`config.mk`:
```
export PLATFORM = sky130hd
export DESIGN_NAME = frogger_game_ctrl_flat
export DESIGN_NICKNAME = d
export VERILOG_FILES = /design/src/rtl/frogger_game_ctrl_pkg.sv /design/src/rtl/frogger_game_ctrl_if.sv /design/src/rtl/frogger_game_ctrl_edge_pulse.sv /design/src/rtl/frogger_game_ctrl.sv /design/src/flat_wrapper.sv
export SDC_FILE = /design/constraint.sdc
export NUM_CORES = 1
export LEC_CHECK = 0
export CORE_MARGIN = 2
export CORE_UTILIZATION = 42
export CTS_BUF_LIST = sky130_fd_sc_hd__clkbuf_8
export DETAILED_ROUTE_END_ITERATION = 10
export PLACE_DENSITY = 0.66
export RECOVER_POWER = 25
export SLEW_MARGIN = 10
export SYNTH_ARGS = -nofsm -noshare
export SYNTH_HDL_FRONTEND = slang
export SYNTH_SLANG_ARGS = --single-unit
export TNS_END_PERCENT = 10
```
`constraint.sdc`:
```
create_clock -name i_Clk -period 2.6 [get_ports i_Clk]
set_clock_uncertainty 0.2 [all_clocks]
set_input_delay 0.52 -clock i_Clk [delete_from_list [all_inputs] [get_ports i_Clk]]
set_output_delay 0.52 -clock i_Clk [all_outputs]
set_load 0.01 [all_outputs]
```
`src/rtl/frogger_game_ctrl_pkg.sv`:
```
// Shared constants for the Frogger game core: phase encodings, button bit order and
// the direction priority picker used by the controller, renderer and score display.
package frogger_game_ctrl_pkg;

  typedef enum logic [1:0] {
    StIdle  = 2'd0,
    StPlay  = 2'd1,
    StDying = 2'd2,
    StOver  = 2'd3
  } game_state_e;

  typedef enum logic [2:0] {
    DirNone,
    DirUp,
    DirDn,
    DirLt,
    DirRt
  } dir_e;

  // Bit positions inside the packed button/event vector.
  localparam int unsigned BtnUp    = 0;
  localparam int unsigned BtnDn    = 1;
  localparam int unsigned BtnLt    = 2;
  localparam int unsigned BtnRt    = 3;
  localparam int unsigned BtnStart = 4;
  localparam int unsigned NumBtn   = 5;

  localparam int unsigned TimerW = 8;

  // Up > Dn > Lt > Rt; lower-priority events in the same cycle are dropped.
  function automatic dir_e pick_dir(input logic [3:0] ev);
    if (ev[BtnUp]) return DirUp;
    if (ev[BtnDn]) return DirDn;
    if (ev[BtnLt]) return DirLt;
    if (ev[BtnRt]) return DirRt;
    return DirNone;
  endfunction

endpackage

```
`src/rtl/frogger_game_ctrl_if.sv`:
```
// Switch-side inputs and renderer-side outputs of the game core, bundled as one bus.
interface frogger_game_ctrl_if #(
  parameter int unsigned GRID_COLS = 20,
  parameter int unsigned GRID_ROWS = 15,
  parameter int unsigned LIVES     = 3,
  parameter int unsigned SCORE_W   = 7
);
  localparam int unsigned XW = $clog2(GRID_COLS);
  localparam int unsigned YW = $clog2(GRID_ROWS);
  localparam int unsigned LW = $clog2(LIVES + 1);

  logic               i_Frame_Tick;
  logic               i_Up;
  logic               i_Dn;
  logic               i_Lt;
  logic               i_Rt;
  logic               i_Start;
  logic               i_Collision;
  logic [XW-1:0]      o_Frog_X;
  logic [YW-1:0]      o_Frog_Y;
  logic               o_Draw_Frog;
  logic [SCORE_W-1:0] o_Score;
  logic [LW-1:0]      o_Lives;
  logic [1:0]         o_State;

  modport master (
    output i_Frame_Tick, i_Up, i_Dn, i_Lt, i_Rt, i_Start, i_Collision,
    input  o_Frog_X, o_Frog_Y, o_Draw_Frog, o_Score, o_Lives, o_State
  );

  modport slave (
    input  i_Frame_Tick, i_Up, i_Dn, i_Lt, i_Rt, i_Start, i_Collision,
    output o_Frog_X, o_Frog_Y, o_Draw_Frog, o_Score, o_Lives, o_State
  );
endinterface

```
`src/rtl/frogger_game_ctrl_edge_pulse.sv`:
```
// Rising-edge detector. History resets to all-ones so a level held through reset
// never produces an event on release.
module frogger_game_ctrl_edge_pulse #(
  parameter int unsigned Width = 5
) (
  input  logic             clk,
  input  logic             rst_n,
  input  logic [Width-1:0] level,
  output logic [Width-1:0] pulse
);
  logic [Width-1:0] hist_q;

  always_ff @(posedge clk or negedge rst_n) begin
    if (!rst_n) hist_q <= '1;
    else        hist_q <= level;
  end

  assign pulse = level & ~hist_q;
endmodule

```
`src/rtl/frogger_game_ctrl.sv`:
```
// Frogger game core: frog position, score, lives and the IDLE/PLAY/DYING/OVER phase FSM.
module frogger_game_ctrl
  import frogger_game_ctrl_pkg::*;
#(
  parameter int unsigned GRID_COLS      = 20,
  parameter int unsigned GRID_ROWS      = 15,
  parameter int unsigned START_COL      = 9,
  parameter int unsigned LIVES          = 3,
  parameter int unsigned SCORE_W        = 7,
  parameter int unsigned RESPAWN_FRAMES = 60
) (
  input logic                i_Clk,
  input logic                i_Rst_L,
  frogger_game_ctrl_if.slave bus
);
  localparam int unsigned XW = $clog2(GRID_COLS);
  localparam int unsigned YW = $clog2(GRID_ROWS);
  localparam int unsigned LW = $clog2(LIVES + 1);

  localparam logic [XW-1:0]      SpawnX    = XW'(START_COL);
  localparam logic [YW-1:0]      SpawnY    = YW'(GRID_ROWS - 1);
  localparam logic [XW-1:0]      MaxX      = XW'(GRID_COLS - 1);
  localparam logic [LW-1:0]      FullLives = LW'(LIVES);
  localparam logic [SCORE_W-1:0] MaxScore  = '1;
  localparam logic [TimerW-1:0]  TimerInit = TimerW'(RESPAWN_FRAMES);

  game_state_e        state_q, state_d;
  logic [XW-1:0]      x_q, x_d;
  logic [YW-1:0]      y_q, y_d;
  logic [SCORE_W-1:0] score_q, score_d;
  logic [LW-1:0]      lives_q, lives_d;
  logic [TimerW-1:0]  timer_q, timer_d;
  logic               draw_q, draw_d;
  logic [NumBtn-1:0]  ev;
  dir_e               dir;

  frogger_game_ctrl_edge_pulse #(
    .Width(NumBtn)
  ) u_edge (
    .clk  (i_Clk),
    .rst_n(i_Rst_L),
    .level({bus.i_Start, bus.i_Rt, bus.i_Lt, bus.i_Dn, bus.i_Up}),
    .pulse(ev)
  );

  assign dir = pick_dir(ev[3:0]);

  always_comb begin
    state_d = state_q;
    x_d     = x_q;
    y_d     = y_q;
    score_d = score_q;
    lives_d = lives_q;
    timer_d = timer_q;
    draw_d  = draw_q;
    unique case (state_q)
      StIdle, StOver: begin
        if (ev[BtnStart]) begin
          state_d = StPlay;
          score_d = '0;
          lives_d = FullLives;
          x_d     = SpawnX;
          y_d     = SpawnY;
          draw_d  = 1'b1;
        end
      end
      StPlay: begin
        // A qualified collision wins over any move in the same cycle.
        if (bus.i_Collision && bus.i_Frame_Tick && lives_q != '0) begin
          state_d = StDying;
          lives_d = lives_q - LW'(1);
          timer_d = TimerInit;
          draw_d  = TimerInit[2];
        end else begin
          unique case (dir)
            DirUp: begin
              if (y_q == YW'(1)) begin
                if (score_q != MaxScore) score_d = score_q + SCORE_W'(1);
                x_d = SpawnX;
                y_d = SpawnY;
              end else begin
                y_d = y_q - YW'(1);
              end
            end
            DirDn:   if (y_q != SpawnY) y_d = y_q + YW'(1);
            DirLt:   if (x_q != '0) x_d = x_q - XW'(1);
            DirRt:   if (x_q != MaxX) x_d = x_q + XW'(1);
            default: ;
          endcase
        end
      end
      StDying: begin
        if (timer_q == '0) begin
          if (lives_q == '0) begin
            state_d = StOver;
            draw_d  = 1'b0;
          end else begin
            state_d = StPlay;
            x_d     = SpawnX;
            y_d     = SpawnY;
            draw_d  = 1'b1;
          end
        end else if (bus.i_Frame_Tick) begin
          timer_d = timer_q - TimerW'(1);
          draw_d  = timer_d[2];
        end
      end
      default: state_d = StIdle;
    endcase
  end

  always_ff @(posedge i_Clk or negedge i_Rst_L) begin
    if (!i_Rst_L) begin
      state_q <= StIdle;
      x_q     <= SpawnX;
      y_q     <= SpawnY;
      score_q <= '0;
      lives_q <= FullLives;
      timer_q <= '0;
      draw_q  <= 1'b1;
    end else begin
      state_q <= state_d;
      x_q     <= x_d;
      y_q     <= y_d;
      score_q <= score_d;
      lives_q <= lives_d;
      timer_q <= timer_d;
      draw_q  <= draw_d;
    end
  end

  assign bus.o_State     = state_q;
  assign bus.o_Frog_X    = x_q;
  assign bus.o_Frog_Y    = y_q;
  assign bus.o_Score     = score_q;
  assign bus.o_Lives     = lives_q;
  assign bus.o_Draw_Frog = draw_q;
endmodule

```
`src/flat_wrapper.sv`:
```
// flat-port wrapper written by rule: the top's interface ports become plain ports
module frogger_game_ctrl_flat import frogger_game_ctrl_pkg::*;
#(
  parameter int unsigned GRID_COLS      = 20,
  parameter int unsigned GRID_ROWS      = 15,
  parameter int unsigned START_COL      = 9,
  parameter int unsigned LIVES          = 3,
  parameter int unsigned SCORE_W        = 7,
  parameter int unsigned RESPAWN_FRAMES = 60
)
  (i_Clk, i_Rst_L, bus_i_Frame_Tick, bus_i_Up, bus_i_Dn, bus_i_Lt, bus_i_Rt, bus_i_Start, bus_i_Collision, bus_o_Frog_X, bus_o_Frog_Y, bus_o_Draw_Frog, bus_o_Score, bus_o_Lives, bus_o_State);
  frogger_game_ctrl_if #(.GRID_COLS(GRID_COLS), .GRID_ROWS(GRID_ROWS), .LIVES(LIVES), .SCORE_W(SCORE_W)) bus_i ();
  input logic i_Clk;
  input logic i_Rst_L;
  input wire logic [$bits(bus_i.i_Frame_Tick)-1:0] bus_i_Frame_Tick;
  input wire logic [$bits(bus_i.i_Up)-1:0] bus_i_Up;
  input wire logic [$bits(bus_i.i_Dn)-1:0] bus_i_Dn;
  input wire logic [$bits(bus_i.i_Lt)-1:0] bus_i_Lt;
  input wire logic [$bits(bus_i.i_Rt)-1:0] bus_i_Rt;
  input wire logic [$bits(bus_i.i_Start)-1:0] bus_i_Start;
  input wire logic [$bits(bus_i.i_Collision)-1:0] bus_i_Collision;
  output wire logic [$bits(bus_i.o_Frog_X)-1:0] bus_o_Frog_X;
  output wire logic [$bits(bus_i.o_Frog_Y)-1:0] bus_o_Frog_Y;
  output wire logic [$bits(bus_i.o_Draw_Frog)-1:0] bus_o_Draw_Frog;
  output wire logic [$bits(bus_i.o_Score)-1:0] bus_o_Score;
  output wire logic [$bits(bus_i.o_Lives)-1:0] bus_o_Lives;
  output wire logic [$bits(bus_i.o_State)-1:0] bus_o_State;
  assign bus_i.i_Frame_Tick = bus_i_Frame_Tick;
  assign bus_i.i_Up = bus_i_Up;
  assign bus_i.i_Dn = bus_i_Dn;
  assign bus_i.i_Lt = bus_i_Lt;
  assign bus_i.i_Rt = bus_i_Rt;
  assign bus_i.i_Start = bus_i_Start;
  assign bus_i.i_Collision = bus_i_Collision;
  assign bus_o_Frog_X = bus_i.o_Frog_X;
  assign bus_o_Frog_Y = bus_i.o_Frog_Y;
  assign bus_o_Draw_Frog = bus_i.o_Draw_Frog;
  assign bus_o_Score = bus_i.o_Score;
  assign bus_o_Lives = bus_i.o_Lives;
  assign bus_o_State = bus_i.o_State;
  frogger_game_ctrl #(.GRID_COLS(GRID_COLS), .GRID_ROWS(GRID_ROWS), .START_COL(START_COL), .LIVES(LIVES), .SCORE_W(SCORE_W), .RESPAWN_FRAMES(RESPAWN_FRAMES)) u_core (.i_Clk(i_Clk), .i_Rst_L(i_Rst_L), .bus(bus_i));
endmodule
```
==> results of run 1 <==
==> cell usage after synthesis (2+ instances only) <==
| cell type | instances | area share, % |
|---|---|---|
| dfrtp_1 | 21 | 23 |
| nand2_1 | 21 | 3.5 |
| o21ai_0 | 19 | 4.2 |
| a21oi_1 | 18 | 4.0 |
| inv_1 | 18 | 3.0 |
| nor2_1 | 15 | 2.5 |
| ha_1 | 14 | 7.7 |
| dfstp_2 | 13 | 15 |
| nand3_1 | 12 | 2.6 |
| nor3_1 | 9 | 2.0 |
| and3_1 | 7 | 1.9 |
| nand2b_1 | 6 | 1.6 |
| xor2_1 | 6 | 2.3 |
| buf_6 | 5 | 2.5 |
| nor2b_1 | 5 | 1.4 |
| mux2_2 | 4 | 2.0 |
| nor4_1 | 4 | 1.1 |
| o2111ai_1 | 4 | 1.5 |
| o211ai_1 | 4 | 1.3 |
| o21a_1 | 4 | 1.3 |
| a21o_1 | 3 | 0.99 |
| and2b_1 | 3 | 0.99 |
| clkbuf_1 | 3 | 0.49 |
| nand4b_1 | 3 | 1.2 |
| and2_1 | 2 | 0.55 |
| nand4_1 | 2 | 0.55 |
| o211a_1 | 2 | 0.88 |
| o31ai_1 | 2 | 0.66 |
| xnor2_1 | 2 | 0.77 |
==> registers in the layout, indices dropped and copies added (netlist names) <==
| name | flops |
|---|---|
| u_core.bus.o_Score | 7 |
| u_core.bus.o_Draw_Frog | 1 |
| u_core.bus.o_State | 2 |
| u_core.bus.o_Frog_X | 5 |
| u_core.bus.o_Frog_Y | 4 |
| u_core.u_edge.hist_q | 5 |
| u_core.timer_q | 8 |
| u_core.bus.o_Lives | 2 |
==> final timing paths <==
| check | endpoint | slack [ns] | cells past startpoint |
|---|---|---|---|
| worst min register to register | u_core.bus.o_Draw_Frog | 0.31 | 1 |
| worst min-delay path | u_core.u_edge.hist_q[3] | 0.29 | 2 |
| min in group asynchronous | u_core.bus.o_Frog_X[1] | 0.67 | 2 |
| max in group asynchronous | u_core.timer_q[1] | 0.94 | 2 |
| worst max register to register | u_core.bus.o_Frog_X[4] | 0.12 | 9 |
| worst max-delay path | u_core.bus.o_Frog_X[4] | 0.05 | 10 |
==> worst reg2reg max path: stages, from the launching register on <==
cell      delay (ns)
dfstp_2         0.53
nand2b_1        0.15
nand4_1         0.14
buf_6           0.16
ha_4            0.30
nand3_4         0.10
a211oi_4        0.28
nor3_2          0.08
nor4_2          0.29
o32ai_2         0.12
==> where the power goes <==
group	switching [mW]	leakage (nW)	internal (mW)	total [mW]
Combinational	0.797	0.827	0.771	1.57
Clock	0.196	0.0575	0.268	0.463
Sequential	0.161	0.404	0.703	0.864
==> per-stage QoR <==
| stage | cell area [µm²] | power, mW |
|---|---|---|
| after floorplan | 2280 | 1.79 |
| after global placement | 2770 | 2.27 |
| after detailed placement | 2770 | 2.30 |
| after global routing | 3000 | 3.14 |
| final | 3000 | 2.89 |
| after CTS | 2890 | 2.78 |
==> timing repair <==
item | CTS | global route
pin swaps | 2 | 6
resized for setup | 2 | 17
setup buffers | 0 | 3
setup endpoints to repair | 1 | 6
==> cell families after synthesis <==
kind of cell / after synthesis
and+or+nand+nor: 94
AOI/OAI and AO/OA: 65
DFF: 34
buffers and inverters: 27
adders and majority gates: 15
xor gates and xnor gates: 8
muxes: 6
==> layer usage <==
layer | wire, µm | part of all wire, % | global-route usage [%]
met5 | 0 | 0 | 0
met1 | 2440 | 46 | 23.7
met3 | 146 | 2.8 | 3.14
met2 | 2610 | 50 | 29.1
met4 | 52 | 0.99 | 7.86
==> layout make-up <==
type                            count  area, µm²  share of cell area, %
Inverter                           18       67.6                   2.25
Sequential cell                    34        868                   28.9
Multi-Input combinational cell    188       1360                   45.4
Timing Repair Buffer               57        507                   16.9
Clock buffer                        8        110                   3.67
Tap cell                           70       87.6                   2.92
==> metrics.log, run 1 <==
[metrics] Yosys Warn Count: 0
[metrics] Unique masters post-synth: 47
[metrics] worst setup path startpoint: bus_i_Up
[metrics] Remaining Overflow, GRT: 0
[metrics] final antenna-violating net count: 0
[metrics] largest buffer count on any clock path: 2
[metrics] Top FF cell, synth: dfrtp_1
[metrics] slack of the critical path: 0.0460 ns
[metrics] Routed Wire Length: 5.25 mm
[metrics] first-pass GRT wire length: 8.86 mm
[metrics] Post-Synthesis Mean Instance Area: 9.15 µm²
[metrics] required time at the worst-slack endpoint: 2.56 ns
[metrics] number of maximum-capacitance violations: 0
[metrics] Worst R2R Start: u_core.u_edge.hist_q[1]
[metrics] Final Hold Slack: 0.295 ns
[metrics] die extent in y: 77.6 µm
[metrics] most frequent cells in the layout: clkdlybuf4s50_1, buf_4, nand2_1
[metrics] cell count after placement: 364
[metrics] antenna cell count: 0
[metrics] GPL Wtd Cong: 0.887
[metrics] portion of netlist area occupied by mux cells: 3.41%
[metrics] critical path's slowest cell: clkdlybuf4s50_1
[metrics] Synth Cell Area: 2280 µm²
[metrics] Crit Path Max Fanout: 4
[metrics] power density relative to cell area: 964 nW/µm²
[metrics] adder-cell area share of the yosys netlist: 8.57%
[metrics] final routed DRC violation total: 0
[metrics] leakage power: 1.29 nW
[metrics] layout cell share with drive strength beyond 1: 23.0%
[metrics] Util after Layout: 58.1%
[metrics] cell count after synthesis: 249
[metrics] Setup TNS Final: 0 ns
[metrics] xor-xnor portion of the synthesized cell area: 3.08%
[metrics] largest vdd supply drop: 0.000449 V
[metrics] largest family of logic cells by synthesized area: simple AND/OR/NAND/NOR gates
[metrics] post-synthesis share of cell area spent on and, or, nand and nor gates: 22.3%
[metrics] worst setup timing slack at the placement stage: -0.344 ns
[metrics] overall die width: 77.6 µm
[metrics] filler instances: 461
[metrics] sum of buffers and inverters on the critical path: 2
[metrics] hold_sp: bus_i_Rt
[metrics] count of state elements after synthesis: 34
[metrics] Crit. End Element: flop
[metrics] standard-cell row count: 26
[metrics] clock transition time at the flip-flop clock pins of the worst setup and hold paths: 0.08 ns
[metrics] worst-skew pair later-pin latency: 0.28 ns
[metrics] violation count after the first detailed-routing iteration: 89
[metrics] count of non-filler cells in the finished layout: 375
[metrics] routed vias/inst: 5.35
[metrics] detailed-route wire length per cell: 14.0 µm
[metrics] area of the core: 5170 µm²
[metrics] Final period util: 98.2%
[metrics] initial cell density of the core: 44.0%
[metrics] relative slew slack: 43.2%
[metrics] type of element launching the critical path: input port
[metrics] Area Overhead vs Synth: 31.9%
[metrics] maximum cell stage delay along the critical path: 0.42 ns
[metrics] IO buf count: 29
[metrics] proportion of register bits with asynchronous set or reset after synthesis: 100%
[metrics] highest achievable clock rate: 0.392 GHz
[metrics] commonest non-fill, non-tap cell in the layout: clkdlybuf4s50_1
[metrics] GRT Total Usage: 18.0%
[metrics] largest net degree at the start of global routing: 35
[metrics] Crit Path Category: in2reg
[metrics] clk root buf: clkbuf_8
[metrics] IO Count: 30
[metrics] antenna violations before repair: 0
[metrics] number of nets produced by synthesis: 273
[metrics] number of global-route vias before repair: 1965
[metrics] worst hold path type: in2reg
[metrics] final net count: 328
[metrics] final max-slew violation count: 0
[metrics] post-detailed-placement half-perimeter wirelength: 3.64 mm
[metrics] CTS tree: yes
[metrics] via count: 2006
[metrics] number of enable flip-flop cells after synthesis: 0
[metrics] Compound-Gate Fraction of Synth Area: 18.4%
[metrics] sequential share of the synthesized area: 38.1%
[metrics] die area: 6030 µm²
[metrics] number of hold-repair buffers added at the cts stage: 0
[metrics] Inserted Clock Buffers: 5
[metrics] data arrival time of the critical path: 2.51 ns
[metrics] gate family responsible for the most delay along the worst path: simple AND/OR/NAND/NOR gates
[metrics] critical path cell sequence: clkdlybuf4s50_1 > nand2b_1 > nand4_1 > buf_6 > ha_4 > nand3_4 > a211oi_4 > nor3_2 > nor4_2 > o32ai_2
[metrics] run status: completed
[metrics] crit path time final: 2.55 ns
[metrics] final-report setup violation count: 0
[metrics] number of endpoints with negative hold slack in the final report: 0
[metrics] measured slew at the worst slew-check pin: 0.852 ns
[metrics] H-tree depth: 2
[metrics] Pre-Repair DR Iteration Count: 4
[metrics] # clock sinks: 34
Power figures use the tool's default switching activity.
==> run 2: changes to the inputs <==
--- a/config.mk
+++ b/config.mk
@@ -11,6 +11,7 @@
 export DETAILED_ROUTE_END_ITERATION = 10
 export PLACE_DENSITY = 0.66
 export RECOVER_POWER = 25
+export REMOVE_ABC_BUFFERS = 1
 export SLEW_MARGIN = 10
 export SYNTH_ARGS = -nofsm -noshare
 export SYNTH_HDL_FRONTEND = slang
==> run 2 against run 1 <==
  * Sequential power about the same
  * Final area is 3.8% lower
  * Register-to-register slack improved by 0.03 ns
  * Clock-buffer cell count is 3 lower
  * First-iteration DRC count up 35%
  * Die area is the same
  * Cell count shrank 0.27%
  * Non-clock buffer count unchanged
  * Largest power group unchanged
  * Largest cell class unchanged
  * Highest routed layer unchanged
  * Via count increased by 1.3%
  * Total power down 6.2%
==> metrics.log, run 2 (synthesis results as in run 1) <==
[metrics] run status: completed
[metrics] CTS tree: yes
[metrics] Routed Wire Length: 5.11 mm
[metrics] # clock sinks: 34
[metrics] relative slew slack: 41.6%
[metrics] number of maximum-capacitance violations: 0
[metrics] worst setup path startpoint: u_core.u_edge.hist_q[1]
[metrics] area of the core: 5170 µm²
[metrics] worst setup timing slack at the placement stage: -0.284 ns
[metrics] unrepaired setup endpoints after global routing: true
[metrics] data arrival time of the critical path: 2.41 ns
[metrics] overall die width: 77.6 µm
[metrics] standard-cell row count: 26
[metrics] number of endpoints with negative hold slack in the final report: 0
[metrics] worst hold path type: in2reg
[metrics] antenna violations before repair: 0
[metrics] Worst R2R Start: u_core.u_edge.hist_q[1]
[metrics] Inserted Clock Buffers: 5
[metrics] GPL Wtd Cong: 0.834
[metrics] largest vdd supply drop: 0.000505 V
[metrics] Final Hold Slack: 0.297 ns
[metrics] clk root buf: clkbuf_8
[metrics] final antenna-violating net count: 0
[metrics] first-pass GRT wire length: 9.08 mm
[metrics] die area: 6030 µm²
[metrics] final standard cell area without fillers: 2890 µm²
[metrics] highest achievable clock rate: 0.408 GHz
[metrics] layout cell share with drive strength beyond 1: 20.1%
[metrics] Crit Path Category: reg2reg
[metrics] slack of the critical path: 0.149 ns
[metrics] antenna cell count: 0
[metrics] power density relative to cell area: 940 nW/µm²
[metrics] IO Count: 30
[metrics] routed vias/inst: 5.43
[metrics] initial cell density of the core: 44.0%
[metrics] required time at the worst-slack endpoint: 2.56 ns
[metrics] violation count after the first detailed-routing iteration: 120
[metrics] measured slew at the worst slew-check pin: 0.876 ns
[metrics] most frequent cells in the layout: buf_4, clkdlybuf4s50_1, nand2_1, dfrtp_1
[metrics] Remaining Overflow, GRT: 0
[metrics] number of global-route vias before repair: 1996
[metrics] Util after Layout: 55.9%
[metrics] Crit. End Element: flop
[metrics] post-detailed-placement half-perimeter wirelength: 3.79 mm
[metrics] IO buf count: 29
[metrics] Final period util: 94.3%
[metrics] final routed DRC violation total: 0
[metrics] crit path time final: 2.45 ns
[metrics] hold_sp: bus_i_Rt
[metrics] die extent in y: 77.6 µm
[metrics] power after layout: 2.72 mW
[metrics] final max-slew violation count: 0
[metrics] Setup TNS Final: 0 ns
[metrics] largest net degree at the start of global routing: 35
[metrics] detailed-route wire length per cell: 13.7 µm
[metrics] Largest register FFs: 8
[metrics] largest buffer count on any clock path: 2
[metrics] Crit Path Max Fanout: 4
[metrics] clock transition time at the flip-flop clock pins of the worst setup and hold paths: 0.07 ns
[metrics] final-report setup violation count: 0
[metrics] leakage power: 1.27 nW
[metrics] type of element launching the critical path: flop
[metrics] worst-skew pair later-pin latency: 0.28 ns
[metrics] via count: 2032
[metrics] cell area after placement: 2760 µm²
[metrics] commonest non-fill, non-tap cell in the layout: buf_4
[metrics] count of non-filler cells in the finished layout: 374
[metrics] Reg with most FFs: u_core.timer_q
[metrics] Pre-Repair DR Iteration Count: 4
[metrics] Area Overhead vs Synth: 26.9%
[metrics] H-tree depth: 2
[metrics] cell count after placement: 363
[metrics] final net count: 328
[metrics] GRT Total Usage: 18.4%
run 2: power by group:
group | internal (mW) | switching [mW] | total (mW)
combinational | 0.722 | 0.757 | 1.48
sequential | 0.702 | 0.161 | 0.864
clock | 0.180 | 0.193 | 0.373
total | 1.60 | 1.11 | 2.72
run 2: area by class of cell:
cell class,count,area (µm²)
fill,499,2280
tap,70,87.6
clock inverter,2,10.0
clock buffer,5,68.8
multi-input combinational,188,1290
sequential,34,867
inverter,18,67.6
timing repair buffer,57,503
run 2: worst paths after layout:
path                            slack, ns                       to  depth (start not counted)
worst max-delay path                 0.15   u_core.bus.o_Frog_X[4]                          8
worst min-delay path                 0.30  u_core.u_edge.hist_q[3]                          2
worst max register to register       0.15   u_core.bus.o_Frog_X[4]                          8
worst min register to register       0.32   u_core.bus.o_Draw_Frog                          1
max in group asynchronous            0.98        u_core.timer_q[6]                          2
min in group asynchronous            0.68   u_core.bus.o_Frog_X[2]                          2
run 2: per-layer routing:
metal  vias to the layer above  global-route usage, %  share of wire, %
li1                        998                      -                 -
met1                       984                   24.9                47
met2                        43                   30.3                49
met3                         7                   3.60               3.2
met4                         0                   4.46               1.1
met5                         -                      0                 0
run 2: what timing repair did:
item / CTS / global route
hold buffers: 0 / 0
pin swaps: 1 / 7
resized for setup: 0 / 9
endpoints found under the setup margin: 1 / 4
setup buffers: 0 / 4
run 2: critical path: stages, from the launching register on:
cell      delay (ns)
dfstp_2         0.54
nand2b_1        0.12
nand4_1         0.24
ha_1            0.43
a21oi_2         0.21
o211a_1         0.19
nor3_1          0.05
nor4_1          0.23
o32ai_1         0.11
==> run 3: changes to the inputs <==
--- a/config.mk
+++ b/config.mk
@@ -5,7 +5,6 @@
 export SDC_FILE = /design/constraint.sdc
 export NUM_CORES = 1
 export LEC_CHECK = 0
-export CORE_MARGIN = 2
 export CORE_UTILIZATION = 42
 export CTS_BUF_LIST = sky130_fd_sc_hd__clkbuf_8
 export DETAILED_ROUTE_END_ITERATION = 10
==> run 3 against run 2 <==
  * The run now ends with setup timing left
  * Flip-flop and latch count unchanged
  * Critical endpoint unchanged
  * Final area is 0.39% higher
  * Largest cell class unchanged
  * Clock power grew 7.5%
  * Non-clock buffer count stayed put
  * Total power rose by 0.41%
==> metrics.log, run 3 (synthesis results as in run 1) <==
[metrics] power density relative to cell area: 940 nW/µm²
[metrics] part of the power in combinational logic: 53.9%
[metrics] antenna cell count: 0
[metrics] hold_sp: u_core.bus.o_Draw_Frog
[metrics] clk root buf: clkbuf_8
[metrics] initial cell density of the core: 44.0%
[metrics] final max-slew violation count: 0
[metrics] Crit Path Max Fanout: 4
[metrics] internal cell power: 1.63 mW
[metrics] clock transition time at the flip-flop clock pins of the worst setup and hold paths: 0.08 ns
[metrics] run status: finished with violations
[metrics] crit path time final: 2.60 ns
[metrics] routed vias/inst: 5.21
[metrics] Largest register FFs: 8
[metrics] final net count: 328
[metrics] net switching power: 1.10 mW
[metrics] largest net degree at the start of global routing: 35
[metrics] register area: 867 µm²
[metrics] Inserted Clock Buffers: 5
[metrics] Routed Wire Length: 4.92 mm
[metrics] Worst R2R Start: u_core.timer_q[1]
[metrics] die extent in y: 75.6 µm
[metrics] number of endpoints with negative hold slack in the final report: 0
[metrics] layout cell share with drive strength beyond 1: 20.3%
[metrics] leakage power: 1.26 nW
[metrics] post-detailed-placement half-perimeter wirelength: 3.64 mm
[metrics] required time at the worst-slack endpoint: 2.57 ns
[metrics] data arrival time of the critical path: 2.57 ns
[metrics] area taken by multi-input logic gates: 1290 µm²
[metrics] worst hold path type: reg2reg
[metrics] filler instances: 480
[metrics] worst-skew pair later-pin latency: 0.29 ns
[metrics] relative slew slack: 43.6%
[metrics] clock network power share: 14.7%
[metrics] unrepaired setup endpoints after global routing: true
[metrics] violations in the final reports: setup timing
[metrics] number of global-route vias before repair: 1798
[metrics] Pre-Repair DR Iteration Count: 4
[metrics] slack of the critical path: -0.00206 ns
[metrics] final standard cell area without fillers: 2900 µm²
[metrics] first-pass GRT wire length: 7.80 mm
[metrics] Remaining Overflow, GRT: 0
[metrics] final-report setup violation count: 1
[metrics] final routed DRC violation total: 0
[metrics] power after layout: 2.73 mW
[metrics] switching portion of total power: 40.3%
[metrics] Area Overhead vs Synth: 27.4%
[metrics] # clock sinks: 34
[metrics] cell area after placement: 2770 µm²
[metrics] detailed-route wire length per cell: 13.1 µm
[metrics] overall die width: 75.6 µm
[metrics] violation count after the first detailed-routing iteration: 94
[metrics] CTS tree: yes
[metrics] share of total power in sequential cells: 31.4%
[metrics] final antenna-violating net count: 0
[metrics] sum of buffers and inverters on the critical path: 1
[metrics] type of element launching the critical path: input port
[metrics] largest buffer count on any clock path: 2
[metrics] IO buf count: 29
[metrics] IO Count: 30
[metrics] largest vdd supply drop: 0.000442 V
[metrics] measured slew at the worst slew-check pin: 0.846 ns
[metrics] die area: 5720 µm²
[metrics] highest achievable clock rate: 0.384 GHz
[metrics] most frequent cells in the layout: clkdlybuf4s50_1, buf_4, nand2_1, dfrtp_1
[metrics] cell count after placement: 364
[metrics] count of non-filler cells in the finished layout: 375
[metrics] worst setup path startpoint: bus_i_Rt
[metrics] maximum cell stage delay along the critical path: 0.47 ns
[metrics] antenna violations before repair: 0
[metrics] GPL Wtd Cong: 0.814
[metrics] Final period util: 100%
[metrics] standard-cell row count: 26
[metrics] critical path cell sequence: clkdlybuf4s50_1 > and2b_1 > nand4_1 > ha_1 > nand3_2 > a211oi_2 > nor3_1 > nor4_1 > o32ai_1
[metrics] Crit Path Category: in2reg
[metrics] gate family responsible for the most delay along the worst path: simple AND/OR/NAND/NOR gates
[metrics] number of hold-repair buffers added at the cts stage: 0
[metrics] number of maximum-capacitance violations: 0
[metrics] worst setup timing slack at the placement stage: -0.290 ns
[metrics] Crit. End Element: flop
[metrics] area of the core: 5170 µm²
[metrics] GRT Total Usage: 18.2%
[metrics] H-tree depth: 2
[metrics] via count: 1954
[metrics] Reg with most FFs: u_core.timer_q
[metrics] critical path's slowest cell: clkdlybuf4s50_1
## run 3: cell types whose count changed in the layout (fill, tap and decap cells not counted), sizes merged, moves of 2 or more
cell,before,now
dlymetal6s2s,2,0
buf,25,27
clkdlybuf4s25,2,0
clkdlybuf4s50,23,27
## run 3: layer usage
metal  wire length, µm  share of wire (%)  track usage [%]  vias up
met1              2320                 47             22.6      909
met5                 0                  0                0        -
met4                87                1.8             7.61        0
li1                  -                  -                -      995
met3               188                3.8             4.23        7
met2              2330                 47             30.7       43
## run 3: area by class of cell
type	count	area share, %
Multi-Input combinational cell	188	44.5
Sequential cell	34	29.9
Timing Repair Buffer	57	17.2
Tap cell	70	3.02
Clock buffer	6	2.85
Inverter	18	2.33
Clock inverter	2	0.302
## run 3: what timing repair did
action	in CTS	in global routing
setup buffers	0	3
gates resized for setup	0	5
setup endpoints to repair	0	4
## run 3: metrics by stage
| stage | utilization (%) | hold slack, ns | setup TNS [ns] |
|---|---|---|---|
| 3_5_place_dp | 53.5 | 0.303 | -0.510 |
| 2_1_floorplan | - | 0.0244 | -0.690 |
| 3_3_place_gp | 53.5 | 0.309 | -0.380 |
| 4_1_cts | 55.3 | 0.321 | 0 |
| 5_1_grt | 56.1 | 0.328 | -0.128 |
| 6_report | 56.1 | 0.317 | -0.00206 |
## run 3: path summary, 6_finish.rpt
kind / slack (ns) / cells past startpoint / endpoint
hold reg to reg: 0.32 / 1 / u_core.bus.o_Draw_Frog
max in group asynchronous: 1.00 / 2 / u_core.timer_q[7]
setup reg to reg: 0.15 / 8 / u_core.bus.o_Frog_X[2]
setup / recovery: -0.002 / 9 / u_core.bus.o_Frog_X[4]
min in group asynchronous: 0.66 / 2 / u_core.bus.o_Frog_X[2]
hold / removal: 0.32 / 1 / u_core.bus.o_Draw_Frog
## run 3: power by group through the flow
stage	registers, mW	logic (mW)	clock network, mW
after floorplan	0.887	0.815	0
after global placement	0.862	1.41	0
after detailed placement	0.866	1.42	0
after CTS	0.858	1.43	0.415
after global routing	0.881	1.63	0.438
final	0.857	1.47	0.401
